==> src/rtl/fifo_if_pkg.sv <==
// rtl/fifo_if_pkg.sv - shared constants and types for the FIFO read stage
// Contents:
//   SKID_DEPTH  number of entries in the read-side skid buffer
//   skid_lvl_t  skid-buffer occupancy, 0..SKID_DEPTH
package fifo_if_pkg;

  localparam int SKID_DEPTH = 2;

  typedef logic [1:0] skid_lvl_t;

endpackage

==> src/rtl/fifo_rd_skid_buf.sv <==
// rtl/fifo_rd_skid_buf.sv - 2-entry register buffer feeding the output stream
// Ports:
//   aclk     in   clock, rising edge
//   aresetn  in   asynchronous active-low reset
//   srst     in   synchronous clear, overrides push/pop
//   push     in   write din into the tail entry
//   pop      in   retire the head entry
//   din      in   DATA_WIDTH write data
//   dout     out  DATA_WIDTH head entry (register-sourced, no path from din)
//   level    out  occupancy 0..2
module fifo_rd_skid_buf
  import fifo_if_pkg::*;
#(
  parameter int DATA_WIDTH = 16
) (
  input  logic                  aclk,
  input  logic                  aresetn,
  input  logic                  srst,
  input  logic                  push,
  input  logic                  pop,
  input  logic [DATA_WIDTH-1:0] din,
  output logic [DATA_WIDTH-1:0] dout,
  output skid_lvl_t             level
);

  logic                  r_rd_ptr;
  logic                  r_wr_ptr;
  skid_lvl_t             r_level;
  logic [DATA_WIDTH-1:0] r_mem0;
  logic [DATA_WIDTH-1:0] r_mem1;
  logic                  w_wr_en;

  assign w_wr_en = push && !srst;

  always_ff @(posedge aclk or negedge aresetn) begin
    if (!aresetn) begin
      r_rd_ptr <= 1'b0;
      r_wr_ptr <= 1'b0;
      r_level  <= '0;
    end else if (srst) begin
      r_rd_ptr <= 1'b0;
      r_wr_ptr <= 1'b0;
      r_level  <= '0;
    end else begin
      // 1-bit pointers simply toggle, giving the 1->0 wrap
      if (push) r_wr_ptr <= ~r_wr_ptr;
      if (pop)  r_rd_ptr <= ~r_rd_ptr;
      r_level <= r_level + {1'b0, push} - {1'b0, pop};
    end
  end

  // Entry 0 is the head after reset, so only it is cleared; this makes dout=0 in reset
  always_ff @(posedge aclk or negedge aresetn) begin
    if (!aresetn) begin
      r_mem0 <= '0;
    end else if (w_wr_en && !r_wr_ptr) begin
      r_mem0 <= din;
    end
  end

  always_ff @(posedge aclk) begin
    if (w_wr_en && r_wr_ptr) begin
      r_mem1 <= din;
    end
  end

  // A full-buffer push only happens with a pop, so the head slot being overwritten
  // is the one that leaves in the same cycle; the visible head never changes early.
  assign dout  = r_rd_ptr ? r_mem1 : r_mem0;
  assign level = r_level;

endmodule

==> src/rtl/fifo_rd_stage.sv <==
// rtl/fifo_rd_stage.sv - FIFO read stage: pull credit logic plus skid-buffered output stream
// Ports:
//   aclk        in   clock, rising edge
//   aresetn     in   asynchronous active-low reset
//   srst        in   synchronous clear, asserted together with the FIFO's clear
//   fifo_empty  in   FIFO empty flag
//   fifo_data   in   DATA_WIDTH FIFO read data
//   fifo_pull   out  FIFO pop request (combinational)
//   m_valid     out  output beat valid
//   m_ready     in   output beat accepted
//   m_data      out  DATA_WIDTH output beat data (registered)
//   buf_level   out  skid-buffer occupancy 0..2
module fifo_rd_stage
  import fifo_if_pkg::*;
#(
  parameter int DATA_WIDTH = 16,
  parameter int RD_LATENCY = 0
) (
  input  logic                  aclk,
  input  logic                  aresetn,
  input  logic                  srst,
  input  logic                  fifo_empty,
  input  logic [DATA_WIDTH-1:0] fifo_data,
  output logic                  fifo_pull,
  output logic                  m_valid,
  input  logic                  m_ready,
  output logic [DATA_WIDTH-1:0] m_data,
  output skid_lvl_t             buf_level
);

  skid_lvl_t  w_occ;
  logic       w_pop;
  logic       w_arrive;
  logic       w_push;
  logic       w_inflight;
  logic [2:0] w_credit_used;

  assign w_pop = m_valid && m_ready;

  // Words already owned by this stage after this cycle's pop; a pull is allowed
  // only while that leaves room in the buffer. m_ready -> fifo_pull is combinational.
  assign w_credit_used = {1'b0, w_occ} + {2'b00, w_inflight} - {2'b00, w_pop};
  assign fifo_pull     = aresetn && !fifo_empty && !srst &&
                         (w_credit_used < 3'(SKID_DEPTH));

  generate
    if (RD_LATENCY == 0) begin : g_lat0
      assign w_inflight = 1'b0;
      assign w_arrive   = fifo_pull;
    end else begin : g_lat1
      logic r_inflight;

      always_ff @(posedge aclk or negedge aresetn) begin
        if (!aresetn) begin
          r_inflight <= 1'b0;
        end else if (srst) begin
          r_inflight <= 1'b0;
        end else begin
          r_inflight <= fifo_pull;
        end
      end

      assign w_inflight = r_inflight;
      assign w_arrive   = r_inflight;
    end
  endgenerate

  // A word returning in the srst cycle belongs to the pre-clear stream and is dropped
  assign w_push = w_arrive && !srst;

  fifo_rd_skid_buf #(
    .DATA_WIDTH(DATA_WIDTH)
  ) u_skid (
    .aclk   (aclk),
    .aresetn(aresetn),
    .srst   (srst),
    .push   (w_push),
    .pop    (w_pop),
    .din    (fifo_data),
    .dout   (m_data),
    .level  (w_occ)
  );

  assign m_valid   = (w_occ != '0);
  assign buf_level = w_occ;

endmodule

==> config.mk <==
export PLATFORM = sky130hd
export DESIGN_NAME = fifo_rd_stage
export DESIGN_NICKNAME = d
export VERILOG_FILES = /design/src/rtl/fifo_if_pkg.sv /design/src/rtl/fifo_rd_skid_buf.sv /design/src/rtl/fifo_rd_stage.sv
export SDC_FILE = /design/constraint.sdc
export NUM_CORES = 1
export LEC_CHECK = 0
export ABC_AREA = 1
export ABC_CLOCK_PERIOD_IN_PS = 3970
export BUFFER_PORTS_ARGS = -buffer_cell sky130_fd_sc_hd__buf_2
export CAP_MARGIN = 5
export CORE_MARGIN = 3
export CORE_UTILIZATION = 56
export CTS_CLUSTER_DIAMETER = 150
export DETAILED_ROUTE_END_ITERATION = 10
export PLACE_DENSITY = 0.91
export SLEW_MARGIN = 20
export SYNTH_ARGS = -nofsm -noshare
export SYNTH_HDL_FRONTEND = slang
export SYNTH_SLANG_ARGS = --single-unit
==> constraint.sdc <==
create_clock -name aclk -period 3.97 [get_ports aclk]
set_input_delay 0.1985 -clock aclk [delete_from_list [all_inputs] [get_ports aclk]]
set_output_delay 0.1985 -clock aclk [all_outputs]
set_load 0.005 [all_outputs]
* Word level (Yosys, flattened, before mapping)
Cells that the tools add are included.
Widths: inputs -> output; s select.
** Operators by class
- $lt $le $gt $ge :: 1
- Reduce and logical (&&, ||, !) cells :: 14
- Multiplexer cells :: 6
- Bitwise logic cells :: 2
- $add $sub $neg :: 3
** Operator list (number)
- $mux 16 :: 1
- $logic_and 1x1->1 :: 8
- $reduce_bool 2->1 :: 3
- $mux 1 :: 4
- $logic_not 1->1 :: 3
- $lt 3x2->1 const B :: 1
- $sub 2x1->3 :: 1
- $add 2x1->2 :: 1
- $mux 2 :: 1
- $not 1->1 :: 2
- $sub 2x1->2 :: 1
** Word-level totals
- Word-level logic and storage cells :: 31
- Input bits :: 21
- Register bits after elaboration :: 36

* Logic depth before layout (Yosys ltp)
Gate-level depths: netlist (run 1).
- Word-level depth :: 9
- Gate-level depth with buffers :: 10

* By module
A second synthesis (run 1) with hierarchy kept.
** Second synthesis, totals
- Cells, all modules :: 137
- Area total of the unflattened synthesis :: 1620.3 um^2
** By module, submodules not included
- fifo_rd_skid_buf :: times used 1, sequential area each 980.9 um^2, cells each 128, area an instance 1577.8 um^2
- fifo_rd_stage :: times used 1, sequential area each 0.0 um^2, cells each 9, area an instance 42.5 um^2

* Worst setup path before layout (run 1)
Ideal clock, no wire load.
- Path kind :: reg2reg
- Start point :: register u_skid.r_level[0] (netlist: u_skid.level[0])
- End point :: register u_skid.r_mem1[0], enable pin
- Setup slack :: 2099 ps
- Arrival :: 1483 ps
- Data required time :: 3582 ps
- Cell stages (with the launch flop) :: 6
- Library setup time :: 388 ps
- Clock period less this slack :: 1871 ps
- Cell sequence :: dfrtp_1 -> inv_1 -> nand2_1 -> nand2_2 -> nand2_1 -> nor2_1
** On the way
- Longest elaborated chain between the ends :: 8
** RTL lines
- start: declaration :: line fifo_rd_skid_buf.sv:28 : skid_lvl_t r_level;
- start signal: assignment :: line fifo_rd_skid_buf.sv:48 : r_level <= r_level + {1'b0, push} - {1'b0, pop};
- $reduce_bool 2->1 :: line fifo_rd_stage.sv:84 : assign m_valid = (w_occ != '0);
- $logic_and 1x1->1 :: line fifo_rd_stage.sv:38 : assign w_pop = m_valid && m_ready;
- $sub 2x1->3 * :: line fifo_rd_stage.sv:42 : assign w_credit_used = {1'b0, w_occ} + {2'b00, w_inflight} - {2'b00, w_pop};
- $lt 3x2->1 * :: line fifo_rd_stage.sv:44 : (w_credit_used < 3'(SKID_DEPTH));
- $logic_and 1x1->1 * :: line fifo_rd_stage.sv:43 : assign fifo_pull = aresetn && !fifo_empty && !srst &&
- $logic_and 1x1->1 * :: line fifo_rd_stage.sv:69 : assign w_push = w_arrive && !srst;
- $logic_and 1x1->1 * :: line fifo_rd_skid_buf.sv:33 : assign w_wr_en = push && !srst;
- $logic_and 1x1->1 * :: line fifo_rd_skid_buf.sv:62 : if (w_wr_en && r_wr_ptr) begin
- end signal: assignment :: line fifo_rd_skid_buf.sv:63 : r_mem1 <= din;
- end: declaration :: line fifo_rd_skid_buf.sv:30 : logic [DATA_WIDTH-1:0] r_mem1;
Mark *: on every way between the ends. The rest lies on a longest branch, timed or not.
A chain may end at the register's enable or synchronous reset.

* Final worst setup path (run 1)
- Start point :: input port aresetn
- End point :: register u_skid.r_mem1[8], enable pin
** On the way
- Longest elaborated chain between the ends :: 6
** RTL lines
- start: declaration :: line fifo_rd_stage.sv:20 : input logic aresetn,
- $logic_and 1x1->1 (3 in a row) :: line fifo_rd_stage.sv:43
- $logic_and 1x1->1 :: line fifo_rd_stage.sv:69
- $logic_and 1x1->1 :: line fifo_rd_skid_buf.sv:33
- $logic_and 1x1->1 :: line fifo_rd_skid_buf.sv:62
No other way between the ends.

==> results of run 1 <==
## metal layers
layer / vias up / share of wire / wire length [um]
met4: 0 / 0.023 / 72
met1: 582 / 0.40 / 1261
met3: 6 / 0.088 / 278
met5: - / 0 / 0
li1: 644 / - / -
met2: 47 / 0.49 / 1532
## layout make-up
cell class / count / share of cell area
clock buffers: 7 / 0.02929
clock inverters: 1 / 0.001997
inverters: 10 / 0.01997
multi-input cells: 119 / 0.2909
flip-flops and latches: 36 / 0.5220
well taps: 30 / 0.01997
repair buffers: 42 / 0.1158
## repair_timing
item | CTS | global route
hold buffers | 1 | 0
setup endpoints to repair | 0 | 0
hold endpoints to repair | 20 | 0
## state kept, by name (all words and copies together) (netlist names)
register and count:
u_skid.r_mem1 16, u_skid.r_rd_ptr 1, u_skid.r_mem0 16, u_skid.level 2
u_skid.r_wr_ptr 1
## final timing paths
| check | cells after the start | end |
|---|---|---|
| setup / recovery | 7 | u_skid.r_mem1[8] |
| hold / removal | 1 | u_skid.r_mem1[14] |
| setup reg to reg | 6 | u_skid.r_mem1[8] |
| hold reg to reg | 2 | u_skid.r_mem0[10] |
| max in group asynchronous | 2 | u_skid.r_mem0[8] |
| min in group asynchronous | 2 | u_skid.r_mem0[5] |
## power by group through the flow
stage,Combinational (mW),Sequential [mW],Clock [mW]
floorplan,0.242,0.503,0
global placement,0.354,0.522,0
detailed placement,0.365,0.526,0
CTS,0.367,0.518,0.202
global route,0.423,0.527,0.217
finish,0.362,0.519,0.196
## through the flow
step / hold slack (ps) / util / setup slack (ps) / instances
after global placement: 174.9 / 0.6930 / 1707 / 236
after CTS: 24.98 / 0.7193 / 1485 / 245
after floorplan: -97.09 / - / 2099 / 172
after detailed placement: 176.7 / 0.6930 / 1659 / 236
after global routing: 22.42 / 0.7193 / 1226 / 245
final: 47.60 / 0.7193 / 1493 / 245
## logic make-up (layout without fill, tap and decap cells)
kind of cell             after synthesis  count (layout)  synth area share
AND/OR/NAND/NOR                      115             115            0.3171
buffers and inverters                 17              60           0.05348
adder cells (fa/ha/maj)                2               2           0.01550
flip-flops                            36              36            0.6078
AO/OA/AOI/OAI                          2               2          0.006196
## cell usage after synthesis, drive strengths merged
cell type | number | area (um^2)
a21oi | 1 | 5.000
buf | 7 | 48.79
clkinv | 1 | 3.750
dfrtp | 20 | 500.5
edfxtp | 16 | 480.5
ha | 2 | 25.02
inv | 9 | 33.78
nand2 | 89 | 339.1
nand3 | 3 | 27.53
nand4 | 16 | 100.1
nor2 | 6 | 38.79
o21ai | 1 | 5.000
or2 | 1 | 6.260
==> impl_metrics.env, run 1 <==
export IMPL_status="finished clean"
export IMPL_busiest_layer="met2"
export IMPL_cts_max_path_buffers=2
export IMPL_grt_pass1_vias=1154
export IMPL_layout_nets=237
export IMPL_die_y_um=59.69
export IMPL_dr_total_vias=1279
export IMPL_drive_gt1_frac=0.2465
export IMPL_mostFrequentLayoutCell="nand2_1"
export IMPL_die_w_um=59.69
export IMPL_p_clk_frac=0.182
export IMPL_power_density_nw_per_um2=573.1
export IMPL_post_cts_buffers=0
export IMPL_first_pass_iters=4
export IMPL_vdd_drop_max_v=0.0004642
export IMPL_routed_wl_um=3145
export IMPL_dpl_cell_area_um2=1810
export IMPL_cts_buffers_inserted=5
export IMPL_grt_first_pass_wirelength_um=5168
export IMPL_hold_start="fifo_data[14]"
export IMPL_slowest_stage="dlygate4sd3_1"
export IMPL_cts_root_buffer="clkbuf_4"
export IMPL_multiInputGateArea_um2=546.8
export IMPL_power_mw=1.077
export IMPL_rsz0062_at_grt="false"
export IMPL_setup_viol=0
export IMPL_place_gp_congestion=0.7830
export IMPL_cp_data_required_time_ps=4020
export IMPL_worstPathCellList="dlygate4sd3_1 -> buf_2 -> nand2_2 -> nor2_8 -> nand2_1 -> nor2_1 -> buf_4"
export IMPL_antenna_found_initial=0
export IMPL_use_met1=0.2551
export IMPL_syn_num_nets=195
export IMPL_p_leak_nw=1.003
export IMPL_yosysUniqueCellTypes=19
export IMPL_worst_pin_slew_ps=633.6
export IMPL_regArea_um2=980.9
export IMPL_cp_arrival_ps=2530
export IMPL_ys_seq_area_frac=0.6078
export IMPL_fmax_ghz=0.4037
export IMPL_die_area_um2=3562
export IMPL_io_pins=41
export IMPL_cp_max_fo=21
export IMPL_synth_area_um2=1614
export IMPL_vias_per_cell=5.220
export IMPL_crit_path_max_incr_delay_ps=520
export IMPL_h_tree_depth=2
export IMPL_fin_crit_ps=2477
export IMPL_start_kind="input port"
export IMPL_clock_sinks=36
export IMPL_area_growth_pct=16.43
export IMPL_cts_tree="built"
export IMPL_grt_max_degree=22
export IMPL_worstSetupStartpoint="aresetn"
export IMPL_hpwl_um=2168
export IMPL_insertedDiodeCount=0
export IMPL_layout_common_cells="nand2_1, buf_2, dfrtp_1"
export IMPL_rrSetupSlack_ps=1860
export IMPL_io_buffers=40
export IMPL_hp_class="in -> reg"
export IMPL_avgRoutedWirePerCell_um=12.84
export IMPL_setup_worst_path_class="in -> reg"
export IMPL_synthCells=172
export IMPL_ys_seq_elements=36
export IMPL_finClkSkew_ps=3.674
export IMPL_finalHoldViolCount=0
export IMPL_clk_latency_ps=340
export IMPL_fillers=199
export IMPL_drv_cap=0
export IMPL_grt_use_met2=0.3133
export IMPL_drcViolationCount=0
export IMPL_sequentialPowerShare=0.482
export IMPL_endpoint_kind="flip-flop"
export IMPL_cts_reportedPaths_clkPinSlew_ps=90
export IMPL_fin_area_um2=1879
export IMPL_internal_power_mw=0.7015
export IMPL_syn_avg_cell_area_um2=9.384
export IMPL_tns_ps=0
export IMPL_use_met3=0.07991
export IMPL_ys_warn_count=0
export IMPL_p_comb_frac=0.336
export IMPL_drt_iter0_drc=34
export IMPL_fp_coreArea_um2=2613
export IMPL_maxSlewViolCount=0
export IMPL_cts_resized=0
export IMPL_switching_share=0.3487
export IMPL_grt_usage=0.2078
export IMPL_path_buf_inv=3
export IMPL_rows=18
export IMPL_initial_utilization=0.6178
export IMPL_period_share=0.6240
export IMPL_power_switching_mw=0.3756
export IMPL_grt_ovfl_total=0
export IMPL_cpLargestDelayFamily="buffers and inverters"
export IMPL_r2r_start="u_skid.level[0]"
export IMPL_antenna_left=0
export IMPL_worst_slew_margin_rel=0.5760
No activity file was read; power rests on OpenSTA's default activity.
==> run 2, diff against run 1 <==
--- a/config.mk
+++ b/config.mk
@@ -5,15 +5,15 @@
 export SDC_FILE = /design/constraint.sdc
 export NUM_CORES = 1
 export LEC_CHECK = 0
-export ABC_AREA = 1
-export ABC_CLOCK_PERIOD_IN_PS = 3970
+export ABC_AREA = 0
+export ABC_CLOCK_PERIOD_IN_PS = 2200
 export BUFFER_PORTS_ARGS = -buffer_cell sky130_fd_sc_hd__buf_2
 export CAP_MARGIN = 5
 export CORE_MARGIN = 3
-export CORE_UTILIZATION = 56
+export CORE_UTILIZATION = 46
 export CTS_CLUSTER_DIAMETER = 150
 export DETAILED_ROUTE_END_ITERATION = 10
-export PLACE_DENSITY = 0.91
+export PLACE_DENSITY = 0.81
 export SLEW_MARGIN = 20
 export SYNTH_ARGS = -nofsm -noshare
 export SYNTH_HDL_FRONTEND = slang
==> constraint.sdc (replaced) <==
create_clock -name aclk -period 2.2 [get_ports aclk]
set_input_delay 0.11 -clock aclk [delete_from_list [all_inputs] [get_ports aclk]]
set_output_delay 0.11 -clock aclk [all_outputs]
set_load 0.005 [all_outputs]
==> run 2 against run 1 <==
Net effect:
- setup slack worse by 1300 ps
- first-iteration DRC count down 2.9%
- sequential cell count unchanged
- clock-buffer cell count down 1
- critical endpoint is now u_skid.r_mem0[10]
- largest cell class unchanged
==> impl_metrics.env, run 2 <==
export IMPL_status="finished clean"
export IMPL_grt_max_degree=17
export IMPL_ys_warn_count=0
export IMPL_min_to="u_skid.r_rd_ptr"
export IMPL_synth_compound_gate_area_share=0.02970
export IMPL_rows=20
export IMPL_layout_common_cells="buf_2, mux2_2, dfrtp_1"
export IMPL_synth_area_mux_share=0.2528
export IMPL_r2r_end="u_skid.level[0]"
export IMPL_syn_num_nets=114
export IMPL_cts_max_path_buffers=2
export IMPL_synthSimpleGateAreaFrac=0.03371
export IMPL_whs_ps=35.79
export IMPL_synth_area_um2=1559
export IMPL_hold_depth=2
export IMPL_hp_class="in -> reg"
export IMPL_final_cells=202
export IMPL_vias_per_cell=4.827
export IMPL_dp_cells=177
export IMPL_cp_arrival_ps=2260
export IMPL_drive_gt1_frac=0.5443
export IMPL_tns_ps=0
export IMPL_synthCells=91
export IMPL_clock_sinks=36
export IMPL_rsz0062_at_grt="false"
export IMPL_yosysTopAreaCell="dfrtp_1"
export IMPL_h_tree_depth=2
export IMPL_insertedDiodeCount=0
export IMPL_drt_iter0_drc=33
export IMPL_ys_flop_type="dfrtp_1"
export IMPL_synth_area_leaders="dfrtp_1, edfxtp_1, mux2_2, mux2_4, ha_1"
export IMPL_maxSlewViolCount=0
export IMPL_die_y_um=64.22
export IMPL_layout_nets=180
export IMPL_fp_coreArea_um2=3153
export IMPL_die_area_um2=4124
export IMPL_drv_cap=0
export IMPL_cp_max_fo=12
export IMPL_start_kind="input port"
export IMPL_synth_fa_ha_area_frac=0.01605
export IMPL_syn_avg_cell_area_um2=17.13
export IMPL_io_buffers=40
export IMPL_setup_ws_ps=154.5
export IMPL_io_pins=41
export IMPL_finalHoldViolCount=0
export IMPL_fmax_ghz=0.4889
export IMPL_cts_tree="built"
export IMPL_synthXorXnorAreaFrac=0.01685
export IMPL_period_share=0.9298
export IMPL_grt_usage=0.1610
export IMPL_mostFrequentLayoutCell="buf_2"
export IMPL_cts_buffers_inserted=5
export IMPL_hold_start="srst"
export IMPL_cts_reportedPaths_clkPinSlew_ps=100
export IMPL_setup_worst_path_class="in -> reg"
export IMPL_endpoint_kind="flip-flop"
export IMPL_worst_pin_slew_ps=464.9
export IMPL_pre_cts_ws_ps=109.5
export IMPL_hpwl_um=2054
export IMPL_setup_viol=0
export IMPL_yosysUniqueCellTypes=21
export IMPL_drcViolationCount=0
export IMPL_cp_data_required_time_ps=2420
export IMPL_r2r_start="u_skid.level[0]"
export IMPL_worst_slew_margin_rel=0.6900
export IMPL_p_leak_nw=0.9020
export IMPL_reg2regPathDepth=7
export IMPL_post_cts_buffers=0
export IMPL_avgRoutedWirePerCell_um=14.43
export IMPL_fillers=242
export IMPL_antenna_found_initial=0
export IMPL_grt_pass1_vias=1059
export IMPL_fin_crit_ps=2045
export IMPL_synth_common_cells="mux2_2, dfrtp_1, edfxtp_1"
export IMPL_synth_top_area_frac=0.3210
export IMPL_routed_wl_um=2915
export IMPL_finClkSkew_ps=7.630
export IMPL_synth_enable_flop_cells=16
export IMPL_multiInputGateArea_um2=556.8
export IMPL_grt_first_pass_wirelength_um=4926
export IMPL_regArea_um2=980.9
export IMPL_grt_ovfl_total=0
export IMPL_die_w_um=64.22
export IMPL_power_density_nw_per_um2=957.7
export IMPL_cts_root_buffer="clkbuf_4"
export IMPL_ys_seq_area_frac=0.6292
export IMPL_synth_most_common_cell="mux2_2"
export IMPL_clk_latency_ps=330
export IMPL_ys_seq_elements=36
export IMPL_synth_top_family_by_area="multiplexers"
export IMPL_dr_total_vias=975
export IMPL_antenna_left=0
export IMPL_rrSetupSlack_ps=170
export IMPL_initial_utilization=0.4944
export IMPL_area_growth_pct=32.18
export IMPL_first_pass_iters=4
export IMPL_vdd_drop_max_v=0.0004513
export IMPL_place_gp_congestion=0.8170
export IMPL_async_reset_ff_frac=0.5556
==> run 2: cells by family (layout without fill, tap and decap cells) <==
| kind of cell | Yosys count | count (layout) |
|---|---|---|
| XOR/XNOR | 3 | 3 |
| flip-flops | 36 | 36 |
| multiplexers | 32 | 32 |
| AND/OR/NAND/NOR | 8 | 8 |
| AO/OA/AOI/OAI | 4 | 4 |
| buffers and inverters | 6 | 73 |
| adder cells (fa/ha/maj) | 2 | 2 |
==> run 2: worst max-delay path, cell delays in order <==
cell and delay, ps:
dlygate4sd3_1 530, buf_2 270, or4b_4 510, a21oi_4 270, buf_4 240, mux2_4 310
==> run 2: worst max-delay path by stage <==
stage               cells after the start           endpoint       startpoint  slack (ps)
detailed placement                      7    u_skid.level[0]  u_skid.level[0]         110
CTS                                     7    u_skid.level[0]  u_skid.level[0]         100
finish                                  6  u_skid.r_mem0[10]          aresetn         150
global placement                        7    u_skid.level[0]  u_skid.level[0]         250
global route                            8    u_skid.level[1]  u_skid.level[0]          20
floorplan                               3   u_skid.r_mem1[0]  u_skid.level[0]         180
==> run 2: repair_timing <==
item / 4_1_cts / 5_1_grt
endpoints found under the hold margin: 36 / 0
endpoints found under the setup margin: 0 / 2
hold buffers: 17 / 0
gates resized for setup: 0 / 1
==> run 2: per-layer routing <==
layer	global-route usage	up-vias	share of wire
li1	-	457	-
met1	0.1874	478	0.41
met2	0.2761	34	0.51
met3	0.05975	6	0.065
met4	0.04749	0	0.012
met5	0	-	0
==> run 2: power breakdown <==
part           leakage [nW]  internal [mW]  total [mW]  switching [mW]
clock                0.0273          0.118       0.316           0.198
sequential            0.388          0.831       0.939           0.108
combinational         0.487          0.467       0.718           0.251
==> run 2: final cells by class <==
| type | count | area share |
|---|---|---|
| Sequential cell | 36 | 0.4760 |
| Tap cell | 44 | 0.02672 |
| Clock inverter | 2 | 0.003643 |
| Inverter | 3 | 0.005464 |
| Multi-Input combinational cell | 49 | 0.2702 |
| Clock buffer | 6 | 0.02004 |
| Timing Repair Buffer | 62 | 0.1979 |
==> run 2: stage by stage <==
stage / power, mW / utilization / instance area (um^2)
finish: 1.973 / 0.6536 / 2061
global route: 2.122 / 0.6536 / 2061
CTS: 1.996 / 0.6496 / 2048
detailed placement: 1.654 / 0.5802 / 1829
global placement: 1.617 / 0.5802 / 1829
floorplan: 1.372 / - / 1559
==> run 3, diff against run 2 <==
==> constraint.sdc (replaced) <==
create_clock -name aclk -period 2.2 [get_ports aclk]
set_input_delay 0.44 -clock aclk [delete_from_list [all_inputs] [get_ports aclk]]
set_output_delay 0.44 -clock aclk [all_outputs]
set_load 0.005 [all_outputs]
==> run 3 against run 2 <==
Net effect:
- non-clock buffer count is 15 lower
- sequential power is 2% lower
- core utilization is 4.0 points lower
- critical path depth is 2 lower
- routed wire length is 3.0% lower
- largest power group unchanged
==> impl_metrics.env, run 3 (same netlist as run 2, synthesis figures left out) <==
export IMPL_status="finished clean"
export IMPL_antenna_found_initial=0
export IMPL_setup_worst_path_class="reg -> out"
export IMPL_vias_per_cell=4.904
export IMPL_antenna_left=0
export IMPL_first_pass_iters=4
export IMPL_cts_tree="built"
export IMPL_final_cells=187
export IMPL_dp_cells=179
export IMPL_finalHoldViolCount=0
export IMPL_area_growth_pct=24.08
export IMPL_grt_max_degree=18
export IMPL_finClkSkew_ps=12.51
export IMPL_layout_common_cells="buf_2, mux2_2, dfrtp_1"
export IMPL_rows=20
export IMPL_grt_ovfl_total=0
export IMPL_tns_ps=0
export IMPL_maxSlewViolCount=0
export IMPL_insertedDiodeCount=0
export IMPL_h_tree_depth=2
export IMPL_post_cts_buffers=0
export IMPL_worst_slew_margin_rel=0.7996
export IMPL_switching_share=0.2836
export IMPL_layout_nets=165
export IMPL_grt_first_pass_wirelength_um=4809
export IMPL_fp_coreArea_um2=3153
export IMPL_drive_gt1_frac=0.6294
export IMPL_routed_wl_um=2829
export IMPL_period_share=0.9257
export IMPL_cp_arrival_ps=1600
export IMPL_cts_max_path_buffers=2
export IMPL_ctsHoldBuffers=0
export IMPL_sequentialPowerShare=0.465
export IMPL_grt_pass1_vias=999
export IMPL_cp_max_fo=5
export IMPL_die_area_um2=4124
export IMPL_drcViolationCount=0
export IMPL_cpLargestDelayFamily="flip-flops"
export IMPL_p_clk_frac=0.165
export IMPL_fmax_ghz=0.4910
export IMPL_cts_resized=0
export IMPL_clk_latency_ps=330
export IMPL_rrSetupSlack_ps=320
export IMPL_worst_pin_slew_ps=300.6
export IMPL_p_leak_nw=0.8487
export IMPL_p_comb_frac=0.370
export IMPL_io_buffers=40
export IMPL_worstPathCellList="nand2b_2 -> a2111oi_4 -> buf_4 -> buf_2"
export IMPL_power_density_nw_per_um2=1023
export IMPL_mostFrequentLayoutCell="buf_2"
export IMPL_die_y_um=64.22
export IMPL_slowest_stage="dfrtp_1"
export IMPL_initial_utilization=0.4944
export IMPL_hp_class="in -> async"
export IMPL_clock_sinks=36
export IMPL_cp_data_required_time_ps=1760
export IMPL_path_buf_inv=2
export IMPL_crit_path_max_incr_delay_ps=430
export IMPL_internal_power_mw=1.417
export IMPL_fin_crit_ps=2037
export IMPL_dr_total_vias=917
export IMPL_io_pins=41
export IMPL_place_gp_congestion=0.8298
export IMPL_avgRoutedWirePerCell_um=15.13
export IMPL_cts_reportedPaths_clkPinSlew_ps=110
export IMPL_start_kind="flip-flop"
export IMPL_endpoint_kind="output port"
export IMPL_cts_buffers_inserted=5
export IMPL_setup_viol=0
export IMPL_drv_cap=0
export IMPL_die_w_um=64.22
export IMPL_vdd_drop_max_v=0.0005167
export IMPL_grt_usage=0.1555
export IMPL_whs_ps=54.87
export IMPL_hpwl_um=2122
export IMPL_cts_root_buffer="clkbuf_4"
export IMPL_rsz0062_at_grt="false"
export IMPL_power_switching_mw=0.5609
export IMPL_drt_iter0_drc=31
[run 3: layout make-up]
type	count	area, um^2
clock buffers	7	45.04
clock inverters	1	5.005
fillers	284	1219
inverters	3	11.26
multi-input cells	49	559.3
flip-flops and latches	36	980.9
well taps	44	55.05
repair buffers	47	277.8
[run 3: worst reg2reg max path: cells and delay by family, from the launching register on]
family	cells	cell delay [ps]
XOR/XNOR	1	160
buffers and inverters	2	120
flip-flops	1	430
AND/OR/NAND/NOR	2	290
AO/OA/AOI/OAI	1	320
adder cells (fa/ha/maj)	2	450
[run 3: power by group through the flow]
stage	Combinational [mW]	Clock, mW	Sequential, mW
final	0.732	0.327	0.919
after global routing	0.807	0.367	0.940
after CTS	0.742	0.340	0.921
after detailed placement	0.738	0	0.933
after global placement	0.717	0	0.919
after floorplan	0.468	0	0.904
[run 3: through the flow]
stage,utilization,power [mW],setup slack (ps),cell area (um^2)
after floorplan,-,1.372,180.6,1559
after global placement,0.5929,1.636,290.4,1869
after global routing,0.6135,2.114,51.18,1934
final,0.6135,1.978,163.4,1934
after CTS,0.6087,2.003,33.66,1919
after detailed placement,0.5929,1.671,211.0,1869
[run 3: worst paths after layout]
check / end / from / depth (start not counted)
max: fifo_pull / u_skid.level[0] / 4
min: u_skid.r_rd_ptr / aresetn / 2
max reg2reg: u_skid.level[1] / u_skid.level[0] / 8
min reg2reg: u_skid.r_mem0[4] / u_skid.r_mem0[4] / 1
max in group asynchronous: u_skid.r_mem0[8] / aresetn / 2
min in group aclk: u_skid.r_mem1[13] / fifo_data[13] / 1
[run 3: per-layer routing]
metal	vias to the layer above	wire length, um	GRT usage
met5	-	0	0
met4	0	0	0.03166
met3	0	206	0.06854
met2	33	1444	0.2697
met1	452	1178	0.1773
li1	432	-	-
